[config.mk]
export PLATFORM = sky130hd
export DESIGN_NAME = pad_cfg_ctrl_flat
export DESIGN_NICKNAME = d
export VERILOG_FILES = /design/src/rtl/pad_cfg_ctrl_if.sv /design/src/rtl/pad_cfg_ctrl.sv /design/src/flat_wrapper.sv
export SDC_FILE = /design/constraint.sdc
export NUM_CORES = 1
export LEC_CHECK = 0
export ABC_AREA = 1
export ABC_CLOCK_PERIOD_IN_PS = 1600
export BUFFER_PORTS_ARGS = -buffer_cell sky130_fd_sc_hd__buf_2
export CORE_MARGIN = 2
export CORE_UTILIZATION = 30
export CTS_BUF_LIST = sky130_fd_sc_hd__clkbuf_2
export CTS_CLUSTER_SIZE = 28
export DETAILED_ROUTE_END_ITERATION = 16
export GPL_TIMING_DRIVEN = 0
export SLEW_MARGIN = 20
export SYNTH_ARGS = -nofsm -noshare
export SYNTH_HDL_FRONTEND = slang
export SYNTH_SLANG_ARGS = --single-unit
[constraint.sdc]
create_clock -name clk -period 1.6 [get_ports clk]
set_input_delay 0.16 -clock clk [delete_from_list [all_inputs] [get_ports clk]]
set_output_delay 0.16 -clock clk [all_outputs]
set_load 0.1 [all_outputs]
[src/rtl/pad_cfg_ctrl_if.sv]
// Serial configuration stream and status signals for pad_cfg_ctrl.
interface pad_cfg_ctrl_if;
    logic cfg_start;
    logic cfg_bit_valid;
    logic cfg_bit;
    logic cfg_end;
    logic cfg_busy;
    logic cfg_done;
    logic cfg_err;
    logic cfg_sdo;

    modport master (
        output cfg_start, cfg_bit_valid, cfg_bit, cfg_end,
        input  cfg_busy, cfg_done, cfg_err, cfg_sdo
    );

    modport slave (
        input  cfg_start, cfg_bit_valid, cfg_bit, cfg_end,
        output cfg_busy, cfg_done, cfg_err, cfg_sdo
    );
endinterface

[src/rtl/pad_cfg_ctrl.sv]
// Bit-serial GPIO pad configuration loader with an atomic, length-checked commit.
// Optional readback of the previous configuration on cfg_sdo: define PAD_CFG_READBACK_EN.
module pad_cfg_ctrl #(
    parameter int unsigned NUM_BIDIR_PADS = 12,
    parameter int unsigned CFG_W          = 6,
    parameter logic [CFG_W-1:0] RST_CFG   = 6'b000101
) (
    input  logic                      clk,
    input  logic                      rst,
    pad_cfg_ctrl_if.slave             cfg,
    output logic [NUM_BIDIR_PADS-1:0] pad_oe,
    output logic [NUM_BIDIR_PADS-1:0] pad_cs,
    output logic [NUM_BIDIR_PADS-1:0] pad_sl,
    output logic [NUM_BIDIR_PADS-1:0] pad_ie,
    output logic [NUM_BIDIR_PADS-1:0] pad_pu,
    output logic [NUM_BIDIR_PADS-1:0] pad_pd
);
    localparam int unsigned TOTAL = NUM_BIDIR_PADS * CFG_W;
    localparam int unsigned CNT_W = $clog2(TOTAL + 1);
    localparam logic [CNT_W-1:0] CNT_FULL = CNT_W'(TOTAL);
    localparam logic [TOTAL-1:0] RST_ALL = {NUM_BIDIR_PADS{RST_CFG}};

    typedef enum logic [1:0] {StIdle, StShift, StCommit, StErr} state_e;

    state_e           state_q, state_d;
    logic [CNT_W-1:0] cnt_q, cnt_d, cnt_acc;
    logic [TOTAL-1:0] shadow_q, shadow_d;
    logic [TOTAL-1:0] live_q, live_d;
    logic             err_q, err_d;

    always_ff @(posedge clk) begin
        if (rst) begin
            state_q  <= StIdle;
            cnt_q    <= '0;
            shadow_q <= RST_ALL;
            live_q   <= RST_ALL;
            err_q    <= 1'b0;
        end else begin
            state_q  <= state_d;
            cnt_q    <= cnt_d;
            shadow_q <= shadow_d;
            live_q   <= live_d;
            err_q    <= err_d;
        end
    end

    always_comb begin
        state_d  = state_q;
        cnt_d    = cnt_q;
        shadow_d = shadow_q;
        live_d   = live_q;
        err_d    = err_q;
        cnt_acc  = cnt_q;
        unique case (state_q)
            StIdle: begin
                if (cfg.cfg_start) begin
                    state_d = StShift;
                    cnt_d   = '0;
                    err_d   = 1'b0;
`ifdef PAD_CFG_READBACK_EN
                    shadow_d = live_q;
`endif
                end
            end
            StShift: begin
                if (cfg.cfg_start) begin
                    // Restart: old shadow bits stay but are no longer counted.
                    cnt_d = '0;
                    err_d = 1'b0;
                end else if (cfg.cfg_bit_valid && (cnt_q == CNT_FULL)) begin
                    state_d = StErr;
                    err_d   = 1'b1;
                end else begin
                    if (cfg.cfg_bit_valid) begin
                        shadow_d = {shadow_q[TOTAL-2:0], cfg.cfg_bit};
                        cnt_acc  = cnt_q + 1'b1;
                        cnt_d    = cnt_acc;
                    end
                    // End is judged on the count including a same-cycle bit.
                    if (cfg.cfg_end) begin
                        if (cnt_acc == CNT_FULL) begin
                            state_d = StCommit;
                        end else begin
                            state_d = StErr;
                            err_d   = 1'b1;
                        end
                    end
                end
            end
            StCommit: begin
                live_d  = shadow_q;
                state_d = StIdle;
            end
            StErr: begin
                state_d = StIdle;
            end
            default: state_d = StIdle;
        endcase
    end

    assign cfg.cfg_busy = (state_q == StShift);
    assign cfg.cfg_done = (state_q == StCommit);
    assign cfg.cfg_err  = err_q;
`ifdef PAD_CFG_READBACK_EN
    assign cfg.cfg_sdo  = (state_q == StShift) ? shadow_q[TOTAL-1] : 1'b0;
`else
    assign cfg.cfg_sdo  = 1'b0;
`endif

    // Field order within a pad slice is {OE,CS,SL,IE,PU,PD}, MSB first.
    for (genvar i = 0; i < NUM_BIDIR_PADS; i++) begin : g_pad
        assign pad_oe[i] = live_q[CFG_W*i + 5];
        assign pad_cs[i] = live_q[CFG_W*i + 4];
        assign pad_sl[i] = live_q[CFG_W*i + 3];
        assign pad_ie[i] = live_q[CFG_W*i + 2];
        assign pad_pu[i] = live_q[CFG_W*i + 1];
        assign pad_pd[i] = live_q[CFG_W*i + 0];
    end
endmodule

[src/flat_wrapper.sv]
// flat-port wrapper written by rule: the top's interface ports become plain ports
module pad_cfg_ctrl_flat 
#(
    parameter int unsigned NUM_BIDIR_PADS = 12,
    parameter int unsigned CFG_W          = 6,
    parameter logic [CFG_W-1:0] RST_CFG   = 6'b000101
)
  (clk, rst, pad_oe, pad_cs, pad_sl, pad_ie, pad_pu, pad_pd, cfg_cfg_start, cfg_cfg_bit_valid, cfg_cfg_bit, cfg_cfg_end, cfg_cfg_busy, cfg_cfg_done, cfg_cfg_err, cfg_cfg_sdo);
  pad_cfg_ctrl_if cfg_i ();
  input  logic clk;
  input  logic rst;
  output logic [NUM_BIDIR_PADS-1:0] pad_oe;
  output logic [NUM_BIDIR_PADS-1:0] pad_cs;
  output logic [NUM_BIDIR_PADS-1:0] pad_sl;
  output logic [NUM_BIDIR_PADS-1:0] pad_ie;
  output logic [NUM_BIDIR_PADS-1:0] pad_pu;
  output logic [NUM_BIDIR_PADS-1:0] pad_pd;
  input wire logic [$bits(cfg_i.cfg_start)-1:0] cfg_cfg_start;
  input wire logic [$bits(cfg_i.cfg_bit_valid)-1:0] cfg_cfg_bit_valid;
  input wire logic [$bits(cfg_i.cfg_bit)-1:0] cfg_cfg_bit;
  input wire logic [$bits(cfg_i.cfg_end)-1:0] cfg_cfg_end;
  output wire logic [$bits(cfg_i.cfg_busy)-1:0] cfg_cfg_busy;
  output wire logic [$bits(cfg_i.cfg_done)-1:0] cfg_cfg_done;
  output wire logic [$bits(cfg_i.cfg_err)-1:0] cfg_cfg_err;
  output wire logic [$bits(cfg_i.cfg_sdo)-1:0] cfg_cfg_sdo;
  assign cfg_i.cfg_start = cfg_cfg_start;
  assign cfg_i.cfg_bit_valid = cfg_cfg_bit_valid;
  assign cfg_i.cfg_bit = cfg_cfg_bit;
  assign cfg_i.cfg_end = cfg_cfg_end;
  assign cfg_cfg_busy = cfg_i.cfg_busy;
  assign cfg_cfg_done = cfg_i.cfg_done;
  assign cfg_cfg_err = cfg_i.cfg_err;
  assign cfg_cfg_sdo = cfg_i.cfg_sdo;
  pad_cfg_ctrl #(.NUM_BIDIR_PADS(NUM_BIDIR_PADS), .CFG_W(CFG_W), .RST_CFG(RST_CFG)) u_core (.clk(clk), .rst(rst), .cfg(cfg_i), .pad_oe(pad_oe), .pad_cs(pad_cs), .pad_sl(pad_sl), .pad_ie(pad_ie), .pad_pu(pad_pu), .pad_pd(pad_pd));
endmodule
Word-level counts from Yosys, hierarchy flattened
Index checks and enable logic that the tools add are counted.
- register bits after elaboration: 154
- bits in latches: 0
- RAM bits: 0
- bits in read-only memories: 0
- input bits: 6
- output and inout bits: 76
- memories: 0
- $add $sub $neg: 1
- multiply operators: 0
- divide/modulo/power cells: 0
- order comparisons: 0
- eq/ne operators: 11
- shift-type cells: 0
- multiplexer cells: 19
- bitwise gates (word level): 2
- reduce and logical (&&, ||, !) cells: 8
- operator list (cell ; number):
    two-way mux 7 bit ; 6
    == test 7 bit (second input constant) ; 2
    case mux 7 bit (2 select lines) ; 1
    two-way mux 2 bit ; 4
    inequality test 4 x 3 -> 1 bit (second input constant) ; 2
    AND reduction 4 bit ; 2
    adder 7 x 1 -> 7 bit (second input constant) ; 1
    two-way mux 1 bit ; 6
    case mux 2 bit (3 select lines) ; 1
    AND reduction 3 bit ; 2
    == test 2 bit (second input constant) ; 2
    inequality test 2 bit (second input constant) ; 2
    inequality test 3 x 2 -> 1 bit (second input constant) ; 1
    inequality test 3 bit (second input constant) ; 1
    == test 2 x 1 -> 1 bit (second input constant) ; 1
    logical NOT 2 bit ; 1
    NOT 1 bit ; 2
    case mux 1 bit (2 select lines) ; 1
    nonzero test 2 bit ; 1
    OR reduction 2 bit ; 1
    logical AND 1 bit ; 1

Longest topological paths before layout
Gate-level depths: netlist of run 1.
- depth after elaboration: 11
- depth in mapped cells: 12
- depth with buffers taken out: 12

Worst setup path after synthesis of run 1
Ideal clock, no wire load.
- path kind: reg-to-reg
- start: register u_core.state_q[1]
- end: register u_core.live_q[52]
- setup time: 0.173 ns
- data arrival time: 1.822 ns
- data required time: 1.427 ns
- slack: -0.394 ns
- stages on the path, launching flop included: 6
- path buffers: 2
- cell sequence: dfxtp_1 inv_1 nor2_1 buf_2 buf_1 a21oi_1
- cells in the longest elaborated chain, start to end: 1
- ends and longest elaborated chain (what ; line ; RTL):
    from (decl) ; pad_cfg_ctrl.sv:25 ; state_e state_q, state_d;
    from (signal assigned) ; pad_cfg_ctrl.sv:33 ; state_q <= StIdle;
    from (signal assigned) ; pad_cfg_ctrl.sv:39 ; state_q <= state_d;
    == test 2 bit ; n/a ;
    named net cfg_cfg_done ; flat_wrapper.sv:23 ; output wire logic [$bits(cfg_i.cfg_done)-1:0] cfg_cfg_done;
    to (signal assigned) ; pad_cfg_ctrl.sv:42 ; live_q <= live_d;
    to (decl) ; pad_cfg_ctrl.sv:28 ; logic [TOTAL-1:0] live_q, live_d;
The timed path passes the listed nets, and every way through them passes these cells.
A chain may end at the register's enable or synchronous reset.

Final worst setup path of run 1
- start: register u_core.state_q[1]
- end: output port cfg_cfg_busy
- cells in the longest elaborated chain, start to end: 1
- ends and longest elaborated chain (what ; line ; RTL):
    == test 2 x 1 -> 1 bit ; pad_cfg_ctrl.sv:101 ; assign cfg.cfg_busy = (state_q == StShift);
    to (decl) ; flat_wrapper.sv:22 ; output wire logic [$bits(cfg_i.cfg_busy)-1:0] cfg_cfg_busy;
Every way passes these cells.

==> results of run 1 <==
[power groups by stage]
stage | sequential (mW) | combinational (mW) | clock (mW)
after floorplan | 4.87 | 0.576 | 0
after global placement | 4.24 | 1.49 | 0
after detailed placement | 4.24 | 1.50 | 0
after CTS | 4.21 | 1.71 | 2.02
after global routing | 4.25 | 2.00 | 2.14
final | 4.22 | 1.88 | 1.95
[per-layer routing]
| metal | vias up | routed length (um) | part of all wire [%] |
|---|---|---|---|
| li1 | 2509 | - | - |
| met2 | 89 | 7460 | 48 |
| met1 | 2345 | 7560 | 48 |
| met4 | 0 | 148 | 0.94 |
| met3 | 16 | 533 | 3.4 |
| met5 | - | 0 | 0 |
[area by class of cell]
type                            instances  area share, %
Tap cell                              260           4.04
Clock buffer                           18           1.12
Buffer                                 46           4.25
Multi-Input combinational cell        416           29.5
Sequential cell                       154           39.2
Clock inverter                         14           1.38
Timing Repair Buffer                  109           17.8
Inverter                               59           2.84
[worst max-delay path by stage]
stage                                   end  slack, ps              start  cells after the start
after global placement         cfg_cfg_done       -160  u_core.state_q[1]                      5
after global routing           cfg_cfg_busy       -220  u_core.state_q[1]                      5
after floorplan           u_core.live_q[52]         30  u_core.state_q[1]                      5
final                          cfg_cfg_busy       -130  u_core.state_q[1]                      5
after CTS                      cfg_cfg_done       -240  u_core.state_q[1]                      5
after detailed placement       cfg_cfg_done       -190  u_core.state_q[1]                      5
[synthesized netlist by cell type]
| master | number |
|---|---|
| o21ai_0 | 88 |
| conb_1 | 1 |
| o21bai_4 | 1 |
| nor2_2 | 6 |
| dfxtp_1 | 154 |
| a22oi_1 | 5 |
| o211ai_2 | 23 |
| nand3_1 | 46 |
| nor2_4 | 1 |
| inv_2 | 2 |
| nand2_4 | 1 |
| o221ai_1 | 1 |
| buf_8 | 2 |
| nor2_1 | 28 |
| buf_6 | 8 |
| a21oi_1 | 77 |
| nand3_4 | 1 |
| nand2_2 | 12 |
| nand4_1 | 1 |
| buf_4 | 1 |
| nand2_1 | 110 |
| a31oi_1 | 1 |
| clkinv_2 | 1 |
| clkinv_1 | 1 |
| o32ai_1 | 1 |
| ha_1 | 2 |
| clkbuf_1 | 20 |
| inv_1 | 55 |
| buf_1 | 2 |
| a21oi_2 | 10 |
| buf_2 | 14 |
[cell usage in the layout (no fill, tap or decap), drive strengths merged, types with 2 or more instances in the layout]
cell / count
clkinv: 5
ha: 2
clkbuf: 45
dfxtp: 154
nand2: 123
nand3: 47
o211ai: 23
buf: 123
nor2: 35
clkinvlp: 5
a21oi: 87
a22oi: 5
o21ai: 88
inv: 63
dlygate4sd3: 5
[worst max-delay path, cell delays in order, from the launching register on]
cell,delay (ps)
dfxtp_2,370
inv_2,80
buf_6,110
nand2_4,50
inv_4,80
buf_12,170
[registers in the layout, indices dropped and copies added (netlist names)]
name	cells
u_core.live_q	72
u_core.shadow_q	72
u_core.cnt_q	7
u_core.state_q	2
u_core.cfg.cfg_err	1
[repair_timing]
item / CTS / global route
gates cloned: 0 / 4
hold buffers: 5 / 0
endpoints found under the hold margin: 14 / 0
pin swaps: 3 / 17
setup endpoints to repair: 137 / 122
setup buffers: 7 / 13
gates resized for setup: 242 / 111
[logic make-up (layout without fill, tap and decap cells)]
group           Yosys count  in the layout
compound gates          207            207
fa+ha+maj                 2              2
buf+inv                 106            246
flops                   154            154
other cells               1              1
simple gates            206            206
[metrics by stage]
| stage | utilization [%] | std cells | setup WS (ps) | power [mW] |
|---|---|---|---|---|
| after floorplan | - | 676 | 34.7 | 5.44 |
| after global placement | 34.7 | 1016 | -157 | 5.73 |
| after detailed placement | 34.7 | 1016 | -193 | 5.74 |
| after CTS | 40.0 | 1060 | -237 | 7.94 |
| after global routing | 42.8 | 1076 | -223 | 8.40 |
| final | 42.8 | 1076 | -130 | 8.06 |
==> impl_metrics.csv, run 1 <==
group,metric,value,unit
layout,fill_cells,1843,
synthesis,yosys_warnings,0,
die,die_y,143,um
clock_network,clk_path_buf_depth,2,
synthesis,ys_ff_latch,154,
critical_path,r2r-end,"u_core.cnt_q[3]",
timing,maxSlewHeadroom,56.5,%
clock_network,path_clk_slew,240,ps
critical_path,critPathLaunchType,"flop",
critical_path,crit_required,1440,ps
clock_network,numClockSinks,154,
synthesis,syn_area_per_cell,8.58,um2
hold_path,hold_start,"rst",
global_route,grt_util_met1,20.7,%
power_and_ir_drop,power.internal,5.11,mW
drt,post_drt_wl_per_cell,14.6,um
die,die_w,143,um
drt,via_per_inst,4.61,
clock_network,cts_tree,"built",
global_route,track_usage,15.3,%
power_and_ir_drop,pwr-share-seq,52.4,%
global_route,grtUsageMet2,24.6,%
clock_network,clk_latency,750,ps
synthesis,synth_fa_ha_area_share,0.431,%
global_route,grt_pass1_vias,4689,
synthesis,synthMuxAreaShare,0,%
global_route,grt_use_met3,3.35,%
timing,fin_worst_hold_slack,207,ps
die,start_util,30.8,%
synthesis,yosys.cell_types.count,31,
drt,drc_errors,0,
critical_path,path_max_fanout,3,
timing,min_period_over_period,108,%
synthesis,syn_nets,684,
layout,insertedDiodeCount,0,
global_route,grt_overflow,0,
synthesis,synth_cells,676,
layout,seq_area,3160,um2
outcome,status,"finished, violations left",
synthesis,yosysTopAreaCell,"dfxtp_1",
synthesis,syn_area,5800,um2
power_and_ir_drop,p_leak,3.43,nW
placement,dp_hpwl,10600,um
layout,areaGrowthSynthToFinish,38.9,%
global_route,antenna_found_initial,0,
critical_path,critPathKind,"reg2out",
placement,globalplace.congestion,0.798,
clock_network,cts_made_buffers,17,
synthesis,synthTopCellsByArea,"dfxtp_1, o21ai_0, nand2_1",
drt,num_vias,4959,
timing,fin_ws,-130,ps
critical_path,r2r_slack,40,ps
timing,setup_tns,-257,ps
layout,finalNetCount,811,
global_route,grt.busiest_layer,"met2",
hold_path,hp-class,"in2reg",
power_and_ir_drop,power.switching,2.95,mW
layout,drive_above_1_share,37.5,%
critical_path,reg2reg_depth,11,
die,ios,82,
outcome,violations,"negative setup slack",
die,coreArea,18800,um2
die,row_count,50,
hold_path,min_delay_path_depth,3,
critical_path,rr_startpoint,"u_core.state_q[1]",
flow_run,cap_viol_max_count,0,
clock_network,clockRootBuffer,"clkbuf_2",
power_and_ir_drop,swShare,36.6,%
synthesis,synthSimpleGateAreaFrac,15.6,%
timing,finalMaxSlewViolations,0,
power_and_ir_drop,comb_power_share,23.4,%
synthesis,synth_top_family_by_area,"compound AO/OA/AOI/OAI gates",
drt,wl,15700,um
power_and_ir_drop,vdd_drop_max,0.000437,V
layout,multi_input_area,2370,um2
timing,fmax,0.578,GHz
die,fp.dieArea,20500,um2
synthesis,synth_seq_area_share,53.1,%
critical_path,crit_path_end_kind,"output port",
global_route,grt_pass1_wl,24500,um
layout,final_cell_area,8060,um2
placement,io_buffers,80,
drt,antenna_left,0,
drt,dr.pass1.iters,7,
power_and_ir_drop,cellPowerDensity,1000,nW/um2
synthesis,synth-xor-area-share,0,%
global_route,grt_start_max_net_pins,17,
hold_path,whs_endpoint,"u_core.shadow_q[64]",
power_and_ir_drop,p_clk_share,24.2,%
placement,dpl-instance-area,6540,um2
timing,clock_skew,44.7,ps
drt,first_iter_violations,237,
timing,finalHoldViolCount,0,
synthesis,synth_top_area_share,53.1,%
timing,setup_violations,2,
timing,rsz0062_at_grt,"true",
synthesis,synth_compound_area_share,22.1,%
clock_network,h-tree-depth,4,
critical_path,crit_arrival,1570,ps
timing,tightest_slew,653,ps
timing,period_minus_slack,1730,ps
No activity file was read; power rests on OpenSTA's default activity.
==> run 2, diff against run 1 <==
--- a/config.mk
+++ b/config.mk
@@ -6,8 +6,8 @@
 export NUM_CORES = 1
 export LEC_CHECK = 0
 export ABC_AREA = 1
-export ABC_CLOCK_PERIOD_IN_PS = 1600
-export BUFFER_PORTS_ARGS = -buffer_cell sky130_fd_sc_hd__buf_2
+export ABC_CLOCK_PERIOD_IN_PS = 1830
+export BUFFER_PORTS_ARGS = -buffer_cell sky130_fd_sc_hd__buf_4
 export CORE_MARGIN = 2
 export CORE_UTILIZATION = 30
 export CTS_BUF_LIST = sky130_fd_sc_hd__clkbuf_2
==> constraint.sdc (replaced) <==
create_clock -name clk -period 1.83 [get_ports clk]
set_input_delay 0.183 -clock clk [delete_from_list [all_inputs] [get_ports clk]]
set_output_delay 0.183 -clock clk [all_outputs]
set_load 0.1 [all_outputs]
==> run 2 against run 1 <==
  * The run now ends clean
  * Sequential cell count stayed put
  * Register-to-register slack better by 90 ps
  * Sequential share of layout area grew 4.5 points
==> impl_metrics.csv, run 2 (synthesis results as in run 1) <==
group,metric,value,unit
hold_path,hp-class,"in2reg",
critical_path,reg2reg_depth,10,
global_route,grt_overflow,0,
timing,finalHoldViolCount,0,
flow_run,cap_viol_max_count,0,
die,fp.dieArea,20500,um2
critical_path,critPathLaunchType,"flop",
global_route,grt_pass1_wl,24000,um
drt,drc_errors,0,
die,start_util,30.8,%
timing,finalMaxSlewViolations,0,
die,die_w,143,um
clock_network,cts_tree,"built",
timing,fin_worst_hold_slack,204,ps
drt,antenna_left,0,
clock_network,clk_path_buf_depth,2,
global_route,grt_start_max_net_pins,19,
critical_path,critPathKind,"reg2out",
power_and_ir_drop,cellPowerDensity,972,nW/um2
timing,period_minus_slack,1730,ps
critical_path,slowest_stage,"dfxtp_2",
clock_network,path_clk_slew,210,ps
drt,via_per_inst,4.55,
timing,tightest_slew,648,ps
placement,dp_hpwl,10600,um
timing,clock_skew,35.7,ps
layout,drive_above_1_share,25.6,%
layout,finalNetCount,789,
timing,fmax,0.577,GHz
layout,insertedDiodeCount,0,
timing,setup_violations,0,
timing,maxSlewHeadroom,56.8,%
drt,num_vias,4794,
layout,final_cell_mix,"dfxtp_1, nand2_1, o21ai_0",
power_and_ir_drop,p_leak,3.10,nW
critical_path,crit_required,1650,ps
layout,reg_top3,"u_core.live_q (72), u_core.shadow_q (72), u_core.cnt_q (7)",
layout,final_common_cell,"dfxtp_1",
global_route,antenna_found_initial,0,
global_route,track_usage,15.1,%
die,ios,82,
power_and_ir_drop,power.internal,4.48,mW
power_and_ir_drop,p_clk_share,26.6,%
critical_path,cp_top_family,"flip-flops",
hold_path,min_delay_path_depth,3,
clock_network,clk_latency,720,ps
layout,areaGrowthSynthToFinish,21.7,%
clock_network,clockRootBuffer,"clkbuf_2",
timing,rsz0062_at_grt,"true",
critical_path,slowest_delay,380,ps
critical_path,r2r_slack,130,ps
critical_path,path_max_fanout,3,
drt,wl,14900,um
drt,first_iter_violations,226,
die,coreArea,18800,um2
hold_path,whs_endpoint,"u_core.shadow_q[63]",
power_and_ir_drop,pwr-share-seq,53.2,%
die,die_y,143,um
critical_path,crit_chain,"inv_2 > nor2_4 > buf_6 > buf_12",
power_and_ir_drop,vdd_drop_max,0.000337,V
critical_path,crit_arrival,1550,ps
placement,io_buffers,80,
drt,dr.pass1.iters,5,
die,row_count,50,
global_route,grt_pass1_vias,4538,
timing,min_period_over_period,94.7,%
critical_path,r2r-end,"u_core.shadow_q[15]",
power_and_ir_drop,swShare,34.6,%
power_and_ir_drop,comb_power_share,20.2,%
critical_path,crit_path_end_kind,"output port",
clock_network,cts_made_buffers,17,
clock_network,numClockSinks,154,
power_and_ir_drop,power.switching,2.38,mW
critical_path,crit_buf_inv,3,
outcome,status,"completed",
critical_path,critical_path_cell_count,4,
power_and_ir_drop,total_power,6.86,mW
hold_path,hold_start,"rst",
critical_path,rr_startpoint,"u_core.cnt_q[0]",
drt,post_drt_wl_per_cell,14.1,um
clock_network,h-tree-depth,4,
placement,globalplace.congestion,0.810,
==> run 2: cell types whose count changed in the layout (fill, tap and decap cells not counted), sizes merged <==
cell / change
clkinvlp: -4
dlygate4sd3: +1
clkbuf: -6
buf: -17
bufinv: +2
clkinv: +6
inv: -5
==> run 2: how the worst max path moves through the flow <==
| stage | from | to | slack [ps] |
|---|---|---|---|
| after floorplan | u_core.state_q[1] | u_core.live_q[52] | 260 |
| after global placement | u_core.cnt_q[0] | u_core.shadow_q[36] | 190 |
| after detailed placement | u_core.cnt_q[0] | u_core.shadow_q[38] | 160 |
| after CTS | u_core.state_q[1] | cfg_cfg_busy | -9 |
| after global routing | u_core.state_q[1] | cfg_cfg_done | -10 |
| final | u_core.state_q[1] | cfg_cfg_done | 100 |
==> run 2: area by class of cell <==
cell class | instances | area, um2
plain buffers | 46 | 289
inverters | 59 | 225
well taps | 260 | 325
repair buffers | 87 | 693
multi-input cells | 416 | 2220
flip-flops and latches | 154 | 3090
clock buffers | 18 | 90.1
clock inverters | 13 | 128
fillers | 1977 | 11800
==> run 2: repair_timing <==
item / 4_1_cts / 5_1_grt
setup endpoints to repair: 2 / 25
pin swaps: 0 / 1
gates resized for setup: 8 / 15
hold buffers: 6 / 0
buffers inserted: 1 / 0
hold endpoints to repair: 14 / 0
==> run 2: worst register-to-register path: stages (launching register included) <==
cell and delay, ps:
dfxtp_1 420, inv_1 90, ha_1 210, nand2_1 80, clkinv_1 110, nand3_4 160, nand2_4 90, buf_8 160
buf_8 160, nand2_2 70, a21oi_2 40
==> run 2: metal layers <==
metal	vias to the layer above	part of all wire [%]	GRT usage [%]
met3	13	4.6	3.66
met1	2224	50	20.6
met4	0	1.2	4.53
met2	96	44	23.7
li1	2461	-	-
met5	-	0	0
==> run 2: through the flow <==
stage	util [%]	std cells	instance area (um2)	worst slack, ps	setup TNS (ps)
final	37.5	1053	7060	97.2	0
after global routing	37.5	1053	7060	-12.4	-12.4
after CTS	37.4	1053	7040	-9.02	-9.02
after detailed placement	35.8	1016	6740	164	0
after global placement	35.8	1016	6740	186	0
after floorplan	-	676	5810	265	0
==> run 2: power groups by stage <==
stage / Clock [mW] / Combinational, mW / Sequential, mW
after floorplan: 0 / 0.504 / 4.26
after global placement: 0 / 1.35 / 3.72
after detailed placement: 0 / 1.36 / 3.72
after CTS: 1.88 / 1.38 / 3.65
after global routing: 2.03 / 1.48 / 3.68
final: 1.82 / 1.38 / 3.65
